### src/rtl/dsp_sched_pkg.sv
// Shared types and constants for the DSP48A1 round-robin scheduler.
package dsp_sched_pkg;

    localparam int LAT_DEFAULT = 4;

    // Widest tag needed for the supported requester range (up to 8).
    localparam int TAG_MAX_W = 3;

    localparam logic [7:0] OPM_MUL        = 8'h01;
    localparam logic [7:0] OPM_MAC        = 8'h09;
    localparam logic [7:0] OPM_PREADD_MUL = 8'h11;

    // One shadow pipeline stage: tracks whether the slice stage holds a real op and whose it is.
    typedef struct packed {
        logic                 valid;
        logic [TAG_MAX_W-1:0] tag;
    } shadow_stage_t;

    // Tag width for n requesters; never narrower than one bit.
    function automatic int tag_width(input int n);
        return (n <= 2) ? 1 : $clog2(n);
    endfunction

endpackage

### src/rtl/rr_arbiter.sv
// Combinational round-robin arbiter: first requester at or after ptr wins, searching upward with wrap.
module rr_arbiter #(
    parameter int NREQ = 4,
    parameter int TW   = 2
) (
    input  logic [NREQ-1:0] req,
    input  logic [TW-1:0]   ptr,
    input  logic            en,
    output logic [NREQ-1:0] grant,
    output logic [TW-1:0]   idx
);

    logic          found;
    logic [TW-1:0] kk;

    // Rotating priority search starting at the pointer.
    always_comb begin
        grant = '0;
        idx   = '0;
        found = 1'b0;
        kk    = '0;
        for (int i = 0; i < NREQ; i++) begin
            kk = TW'((int'(ptr) + i) % NREQ);
            if (en && req[kk] && !found) begin
                found     = 1'b1;
                grant[kk] = 1'b1;
                idx       = kk;
            end
        end
    end

endmodule

### src/rtl/dsp48a1_rr_scheduler.sv
// Round-robin scheduler sharing one DSP48A1 slice between NREQ requesters.
// A shadow tag/valid pipeline mirrors the slice so each P output leaves with its requester tag.
// Optional result back-pressure: define DSP_SCHED_STALL_EN to add the res_ready port.
module dsp48a1_rr_scheduler
    import dsp_sched_pkg::*;
#(
    parameter int NREQ = 4,
    parameter int AW   = 18,
    parameter int BW   = 18,
    parameter int PW   = 48,
    parameter int LAT  = LAT_DEFAULT,
    parameter int TW   = tag_width(NREQ)
) (
    input  logic                     CLK,
    input  logic                     RST,
    input  logic [NREQ-1:0]          req_valid,
    output logic [NREQ-1:0]          req_ready,
    input  logic [NREQ*AW-1:0]       req_a,
    input  logic [NREQ*BW-1:0]       req_b,
    input  logic [NREQ*8-1:0]        req_opmode,
    output logic [AW-1:0]            dsp_a,
    output logic [BW-1:0]            dsp_b,
    output logic [7:0]               dsp_opmode,
    output logic                     dsp_ce,
    input  logic [PW-1:0]            dsp_p,
    output logic                     res_valid,
    output logic [TW-1:0]            res_tag,
    output logic [PW-1:0]            res_p,
`ifdef DSP_SCHED_STALL_EN
    input  logic                     res_ready,
`endif
    output logic [$clog2(LAT+1)-1:0] inflight
);

    localparam int IW = $clog2(LAT+1);

    logic            stall;
    logic            adv;
    logic            accept;
    logic            arb_en;
    logic [TW-1:0]   ptr_q, ptr_d;
    logic [TW-1:0]   gidx;
    logic [NREQ-1:0] grant;
    logic [IW-1:0]   inflight_q, inflight_d;
    shadow_stage_t   stage_q [LAT];
    shadow_stage_t   stage_in;
    shadow_stage_t   last;
    logic            unused_tag;

    assign last = stage_q[LAT-1];

`ifdef DSP_SCHED_STALL_EN
    assign stall = last.valid & ~res_ready;
`else
    assign stall = 1'b0;
`endif

    // Nothing is accepted while reset is held, so ready stays low during reset.
    assign adv    = (|req_valid | (inflight_q != '0)) & ~stall & ~RST;
    assign dsp_ce = adv;
    assign arb_en = ~stall;

    rr_arbiter #(
        .NREQ (NREQ),
        .TW   (TW)
    ) u_arb (
        .req   (req_valid),
        .ptr   (ptr_q),
        .en    (arb_en),
        .grant (grant),
        .idx   (gidx)
    );

    assign req_ready = grant & {NREQ{adv}};
    assign accept    = |(req_valid & req_ready);

    // Operand mux from the granted requester; zeros form a bubble when nobody is granted.
    always_comb begin
        dsp_a      = '0;
        dsp_b      = '0;
        dsp_opmode = '0;
        if (|grant) begin
            dsp_a      = req_a[int'(gidx)*AW +: AW];
            dsp_b      = req_b[int'(gidx)*BW +: BW];
            dsp_opmode = req_opmode[int'(gidx)*8 +: 8];
        end
    end

    // Next pointer: one past the accepted requester, with wrap.
    always_comb begin
        ptr_d = ptr_q;
        if (accept) begin
            ptr_d = (gidx == TW'(NREQ-1)) ? '0 : gidx + TW'(1);
        end
    end

    // Next in-flight count: entries enter on accept and leave from the last stage.
    always_comb begin
        inflight_d = inflight_q;
        if (adv) begin
            inflight_d = inflight_q + IW'(accept) - IW'(last.valid);
        end
    end

    // Entry into stage 0 of the shadow pipeline.
    always_comb begin
        stage_in       = '0;
        stage_in.valid = accept;
        stage_in.tag   = TAG_MAX_W'(gidx);
    end

    // Pointer and in-flight counter registers.
    always_ff @(posedge CLK or posedge RST) begin
        if (RST) begin
            ptr_q      <= '0;
            inflight_q <= '0;
        end else begin
            ptr_q      <= ptr_d;
            inflight_q <= inflight_d;
        end
    end

    // Shadow pipeline moves in lockstep with the slice CE.
    always_ff @(posedge CLK or posedge RST) begin
        if (RST) begin
            for (int k = 0; k < LAT; k++) begin
                stage_q[k] <= '0;
            end
        end else if (adv) begin
            stage_q[0] <= stage_in;
            for (int k = 1; k < LAT; k++) begin
                stage_q[k] <= stage_q[k-1];
            end
        end
    end

    assign res_valid  = last.valid;
    assign res_tag    = last.tag[TW-1:0];
    assign res_p      = dsp_p;
    assign inflight   = inflight_q;
    assign unused_tag = ^last.tag;

endmodule
### config.mk
export PLATFORM = sky130hd
export DESIGN_NAME = dsp48a1_rr_scheduler
export DESIGN_NICKNAME = d
export VERILOG_FILES = /design/src/rtl/dsp_sched_pkg.sv /design/src/rtl/rr_arbiter.sv /design/src/rtl/dsp48a1_rr_scheduler.sv
export SDC_FILE = /design/constraint.sdc
export NUM_CORES = 1
export LEC_CHECK = 0
export CAP_MARGIN = 20
export CORE_AREA = 2 2 128 130
export CTS_CLUSTER_SIZE = 10
export DETAILED_ROUTE_END_ITERATION = 16
export DIE_AREA = 0 0 130 132
export PLACE_DENSITY_LB_ADDON = 0.15
export SETUP_SLACK_MARGIN = 0.4
export SLEW_MARGIN = 20
export SYNTH_ARGS = -nofsm -noshare
export SYNTH_HDL_FRONTEND = slang
export SYNTH_SLANG_ARGS = --single-unit
### constraint.sdc
create_clock -name CLK -period 5.62 [get_ports CLK]
set_clock_uncertainty 0.2 [all_clocks]
set_input_delay 0.843 -clock CLK [delete_from_list [all_inputs] [get_ports CLK]]
set_output_delay 0.843 -clock CLK [all_outputs]
set_load 0.02 [all_outputs]
# ---- Yosys cells after proc, flatten, opt, wreduce, memory -nomap -nowiden
# Index checks and enable logic that the tools add are counted.
dict set report word_totals {
  word_cells 82
  ff_bits 17
  output_inout_bits 103
}
dict set report op_classes {
  n_reduce_logical 14
  bitwise 8
  eq_ne 1
  n_mul 1
  mux 31
  add_sub_neg 6
  n_shift 3
  magnitude_cmp 8
}
# cell count
set op_table {}
lappend op_table {{72-bit by 32-bit indexed part select with 18-bit output} 1}
lappend op_table {{72-bit by 8-bit indexed part select with 18-bit output} 1}
lappend op_table {{18-bit 2-to-1 mux} 2}
lappend op_table {{32-bit by 6-bit indexed part select with 8-bit output} 1}
lappend op_table {{4-bit 2-to-1 mux} 4}
lappend op_table {{2-bit by 3-bit < comparator with 1-bit output, second input constant} 4}
lappend op_table {{4-bit bitwise OR} 3}
lappend op_table {{4-bit OR reduction} 3}
lappend op_table {{1-bit 2-to-1 mux} 11}
lappend op_table {{2-bit 2-to-1 mux} 5}
lappend op_table {{4-bit bitwise AND} 2}
lappend op_table {{1-bit binary-select mux with 2-bit select} 4}
lappend op_table {{1-bit demux with 2-bit select} 4}
lappend op_table {{2-bit by 1-bit >= comparator with 1-bit output, second input constant} 4}
lappend op_table {{8-bit 2-to-1 mux} 1}
lappend op_table {{1-bit logical AND} 7}
lappend op_table {{2-bit by 4-bit multiplier with 6-bit output, second input constant} 1}
lappend op_table {{2-bit by 1-bit adder with 2-bit output, second input constant} 2}
lappend op_table {{2-bit adder, second input constant} 2}
lappend op_table {{3-bit by 1-bit adder with 3-bit output} 1}
lappend op_table {{1-bit logical NOT} 3}
lappend op_table {{3-bit nonzero test} 1}
lappend op_table {{3-bit by 1-bit subtractor with 3-bit output} 1}
lappend op_table {{2-bit == test, second input constant} 1}
lappend op_table {{3 further kinds} 3}

# ---- Logic depth before layout (Yosys ltp)
dict set report depth {
  word_depth 17
  depth_mapped 18
  mapped_depth_nobuf 16
}

# ---- Modules after synthesis
# Synthesis repeated with hierarchy kept, for this count alone.
dict set report unflattened {
  hier_cells 291
  area_unflattened_um2 3294.4
}
# mod cells_each n_inst area_per_inst_um2
set modules_own_cells {}
lappend modules_own_cells {dsp48a1_rr_scheduler 213 1 2595.0}
lappend modules_own_cells {rr_arbiter 78 1 699.4}

# ---- Least setup slack after synthesis
# OpenSTA, ideal clock, no wires.
dict set report synth_timing {
  path_type {register to register}
  start {register ptr_q[1]}
  end {register inflight_q[2], in the netlist inflight[2]}
  path_stages_with_launch 19
  required_ns 5.291
  arrival_time_ns 3.687
  synth_period_minus_slack_ns 4.017
  n_path_buf 2
  setup_ns 0.129
  setup_slack_ns 1.603
  path_cell_list {dfrtp_1 inv_1 ha_1 buf_2 or3b_1 a2111oi_0 or3_1 buf_2 a22o_1 a22o_1 or4_4 inv_1 ha_1 inv_1 ha_1 fa_1 xnor2_1 nand2_1 xnor2_1}
}
dict set report synth_between {
  elab_chain_len 17
  elab_cells_between_ends 52
  classes_between {add/sub (5); order compare (8); mux (23); bitwise (5); reduce/logical (11)}
}
# item line
set synth_rtl {}
lappend synth_rtl {{start, declared} dsp48a1_rr_scheduler.sv:41} ;# logic [TW-1:0] ptr_q, ptr_d;
lappend synth_rtl {{start signal, assigned} dsp48a1_rr_scheduler.sv:118} ;# ptr_q <= ptr_d;
lappend synth_rtl {{branches (longest 11 deep; another with 2-bit by 3-bit < comparator with 1-bit output)} n/a}
lappend synth_rtl {{4-bit 2-to-1 mux *} rr_arbiter.sv:24} ;# if (en && req[kk] && !found) begin
lappend synth_rtl {{4-bit bitwise AND *} dsp48a1_rr_scheduler.sv:74} ;# assign req_ready = grant & {NREQ{adv}};
lappend synth_rtl {{4-bit bitwise AND *} dsp48a1_rr_scheduler.sv:75} ;# assign accept = |(req_valid & req_ready);
lappend synth_rtl {{4-bit OR reduction *} dsp48a1_rr_scheduler.sv:75}
lappend synth_rtl {{3-bit by 1-bit adder with 3-bit output *} dsp48a1_rr_scheduler.sv:101} ;# inflight_d = inflight_q + IW'(accept) - IW'(last.valid);
lappend synth_rtl {{3-bit by 1-bit subtractor with 3-bit output *} dsp48a1_rr_scheduler.sv:101}
lappend synth_rtl {{end signal, assigned} dsp48a1_rr_scheduler.sv:119} ;# inflight_q <= inflight_d;
lappend synth_rtl {{end, declared} dsp48a1_rr_scheduler.sv:44} ;# logic [IW-1:0] inflight_q, inflight_d;
# Every way passes the cells marked *. The select of a mux whose other input is x is not followed.
# A chain may end at the register's enable or synchronous reset.

# ---- Final worst setup path
dict set report layout_timing {
  start {input port req_valid[1]}
  end {output port dsp_a[9]}
}
dict set report layout_between {
  elab_chain_len 15
  elab_cells_between_ends 32
  classes_between {mul (1); shift (1); mux (20); bitwise (3); reduce/logical (7)}
}
# item line
set layout_rtl {}
lappend layout_rtl {{start, declared} dsp48a1_rr_scheduler.sv:16} ;# input logic [NREQ-1:0] req_valid,
lappend layout_rtl {{1-bit binary-select mux with 2-bit select} rr_arbiter.sv:24}
lappend layout_rtl {{1-bit 2-to-1 mux (not written as such)} rr_arbiter.sv:24}
lappend layout_rtl {{1-bit 2-to-1 mux} rr_arbiter.sv:24}
lappend layout_rtl {{1-bit logical NOT} rr_arbiter.sv:24}
lappend layout_rtl {{1-bit logical AND} rr_arbiter.sv:24}
lappend layout_rtl {{1-bit 2-to-1 mux} rr_arbiter.sv:24}
lappend layout_rtl {{1-bit logical NOT} rr_arbiter.sv:24}
lappend layout_rtl {{1-bit logical AND} rr_arbiter.sv:24}
lappend layout_rtl {{1-bit 2-to-1 mux} rr_arbiter.sv:24}
lappend layout_rtl {{1-bit logical NOT} rr_arbiter.sv:24}
lappend layout_rtl {{1-bit logical AND} rr_arbiter.sv:24}
lappend layout_rtl {{2-bit 2-to-1 mux} rr_arbiter.sv:24}
lappend layout_rtl {{2-bit by 4-bit multiplier with 6-bit output} dsp48a1_rr_scheduler.sv:83} ;# dsp_a = req_a[int'(gidx)*AW +: AW];
lappend layout_rtl {{72-bit by 32-bit indexed part select with 18-bit output} dsp48a1_rr_scheduler.sv:83}
lappend layout_rtl {{18-bit 2-to-1 mux *} dsp48a1_rr_scheduler.sv:82} ;# if (|grant) begin
lappend layout_rtl {{end, declared} dsp48a1_rr_scheduler.sv:21} ;# output logic [AW-1:0] dsp_a,
# Every way passes the cells marked *; elsewhere a longest branch is shown, timed or not. The select of a mux whose other input is x is not followed.

==> impl_metrics.csv <==
group,metric,value,unit
worst_setup_path,crit_start,"req_valid[1]",
yosys,synth_top_area_share,33.96,%
floorplanning,core,0.01571,mm2
global_route,grt_pass1_wl,19200,um
global_route,grt_max_degree,45,
yosys,synth_ff_type,"dfrtp_1",
floorplanning,initial_utilization,19.41,%
place,gp_congestion,0.9024,
yosys,ys_types,41,
worst_setup_path,crit_fanout,25,
final_layout,nets,733,
yosys,synthCells,313,
yosys,synthesis.nets,554,
yosys,yosysTopAreaCell,"mux4_2",
yosys,ys_ff_latch,17,
yosys,yosys_warnings,0,
timing,fmax,198.5,MHz
cts,htree_num_levels,1,
place,port_buffers,236,
timing,setup_tns,0,ns
yosys,ys_seq_area_share,13.95,%
timing,setup_viol,0,
worst_setup_path,reg2reg_from,"ptr_q[1]",
power_and_ir_drop,pwr_density_cell,749.1,mW/mm2
global_route,antenna_found_initial,0,
floorplanning,dieHeight,132,um
cts,clock_latency,0.25,ns
yosys,synthArstFlopShare,100.0,%
status,outcome,"finished clean",
worst_setup_path,critPathArrivalTime,4.00,ns
worst_setup_path,worstSetupPathType,"input port to output pin",
place,dp_hpwl,11370,um
drt,vias_per_cell,4.383,
global_route,grt_overflow_total,0,
cts,clkSlewWorstSetupHoldPaths,0.06,ns
global_route,track_usage,14.72,%
cts,clockBufferDepth,2,
timing,slew_violations,0,
drt,ant_nets,0,
yosys,synth_edf_count,0,
worst_setup_path,startpoint_type,"input port",
final_layout,syn2layout_area_growth,77.89,%
run,drv_cap,0,
cts,cts_tree,"yes",
drt,wl_per_cell,19.06,um
cts,cts.sinks,17,
floorplanning,rows,46,
drt,wirelength,13480,um
power_and_ir_drop,ir_drop,0.3512,mV
timing,max_slew_margin,74.60,%
worst_hold_path,hold_start,"stage_q[4]",
timing,rsz0062_at_grt,"no",
timing,period_minus_slack,5.038,ns
floorplanning,ios,333,
worst_setup_path,cp-end-kind,"output pin",
timing,hold_viol_final,0,
worst_setup_path,cp_data_required_time,4.58,ns
drt,dr.pass1.iters,4,
cts,cts_buffers,3,
timing,whs,0.2668,ns
floorplanning,fp.dieW,130,um
final_layout,drive_gt1_share,14.05,%
power_and_ir_drop,p_leak,2.041,nW
drt,vias,3099,
worst_hold_path,holdCritPathClass,"register to register",
cts,cts-root-buf,"clkbuf_16",
yosys,syn-cell-area,0.003050,mm2
yosys,syn_avg_cell_area,9.746,um2
drt,drtIter0Drc,112,
yosys,ys_top_cells_by_area,"mux4_2, dfrtp_1, buf_4",
floorplanning,dieArea,0.01716,mm2
drt,drc,0,
global_route,grt_pass1_vias,3122,
final_layout,diodes,0,
timing,min_period_over_period,89.65,%
timing,worst_pin_slew,0.3785,ns
[sequential cells by signal, indices dropped and copies added (netlist names)]
signal     count
res_tag        2
stage_q        9
res_valid      1
ptr_q          2
inflight       3
[through the flow]
| stage | instances | area [um2] | worst slack (ns) | power, mW | utilization, % |
|---|---|---|---|---|---|
| after floorplan | 313 | 3050 | 1.603 | 2.470 | - |
| final | 707 | 5426 | 0.5819 | 4.065 | 34.54 |
| after detailed placement | 702 | 5316 | 0.2538 | 3.943 | 33.84 |
| after CTS | 707 | 5410 | 0.4963 | 4.111 | 34.43 |
| after global routing | 707 | 5426 | 0.4266 | 4.361 | 34.54 |
| after global placement | 702 | 5316 | 0.2923 | 3.938 | 33.84 |
[cell families (layout without fill, tap and decap cells)]
family	Yosys count	count (layout)	synth area share, %
flip-flops	17	17	13.95
AND/OR/NAND/NOR	117	117	20.18
multiplexers	52	52	36.26
buffers and inverters	83	261	17.60
AO/OA/AOI/OAI	31	31	6.686
XOR/XNOR	2	2	0.5743
adder cells (fa/ha/maj)	11	11	4.758
[cells in the mapped netlist (2+ instances only)]
cell type	n
inv_1	9
mux2i_1	4
a21oi_1	5
dfrtp_1	17
o21ai_1	6
nor2_1	7
inv_2	2
or3_1	2
xnor2_1	2
nand3_1	2
a31oi_1	2
clkbuf_1	2
a32oi_1	2
a211oi_1	2
nor2b_1	47
nand2_1	46
buf_4	55
or3b_1	2
mux2_4	2
buf_2	15
nor3_1	3
a22o_1	3
mux4_2	46
ha_1	10
o21ai_0	4
[worst max-delay path, stage by stage]
cell             delay [ns]
clkdlybuf4s50_1        0.59
mux4_2                 0.67
nor2_1                 0.12
o21ai_1                0.13
nand2_4                0.15
buf_12                 0.24
mux4_2                 0.55
nor2b_1                0.15
clkdlybuf4s50_1        0.54
[what timing repair did]
action	CTS	global route
endpoints found under the setup margin	34	43
setup buffers	1	0
pin swaps	1	0
hold buffers	0	0
gates resized for setup	3	6
[layout by cell type, fill, tap and decap left out, types with 3 or more instances in the layout]
cell             synthesis  layout
buf_4                   55       5
inv_1                    9       9
dfrtp_1                 17      16
clkdlybuf4s50_1          0     233
o21ai_0                  4       4
ha_1                    10      10
nor2b_1                 47      47
clkbuf_16                0       3
o21ai_1                  6       6
a21oi_1                  5       5
mux4_2                  46      46
nand2_1                 46      46
mux2i_1                  4       4
buf_12                   0       5
nor2_1                   7       7
nor3_1                   3       3
a22o_1                   3       3
[metal layers]
metal / vias to the layer above / wire length (um) / global-route usage, %
met5: - / 0 / 0
met4: 0 / 174 / 3.047
met3: 10 / 1224 / 3.084
met2: 161 / 7145 / 27.75
met1: 1489 / 4932 / 16.83
li1: 1439 / - / -
[area by class of cell]
| cell class | instances | area [um2] |
|---|---|---|
| repair buffers | 246 | 2502 |
| fillers | 1581 | 10290 |
| inverters | 11 | 41.29 |
| flip-flops and latches | 17 | 426.7 |
| multi-input cells | 213 | 2103 |
| well taps | 216 | 270.3 |
| clock inverters | 1 | 7.507 |
| clock buffers | 3 | 75.07 |
[power by group]
group	total [mW]	internal, mW	leakage, nW	switching (mW)
combinational	3.70	1.90	1.79	1.80
sequential	0.223	0.177	0.210	0.0452
clock	0.146	0.0960	0.0371	0.0503
[worst paths after layout]
| path | end | slack, ns | depth (start not counted) |
|---|---|---|---|
| worst min register to register | res_tag[0] | 0.27 | 2 |
| worst max-delay path | dsp_a[9] | 0.58 | 9 |
| worst min-delay path | res_tag[0] | 0.27 | 2 |
| worst max register to register | inflight[2] | 1.19 | 17 |
| max in group asynchronous | ptr_q[1] | 4.06 | 3 |
| min in group asynchronous | inflight[1] | 0.91 | 3 |
Note: power is estimated with default switching activity, not from simulation.
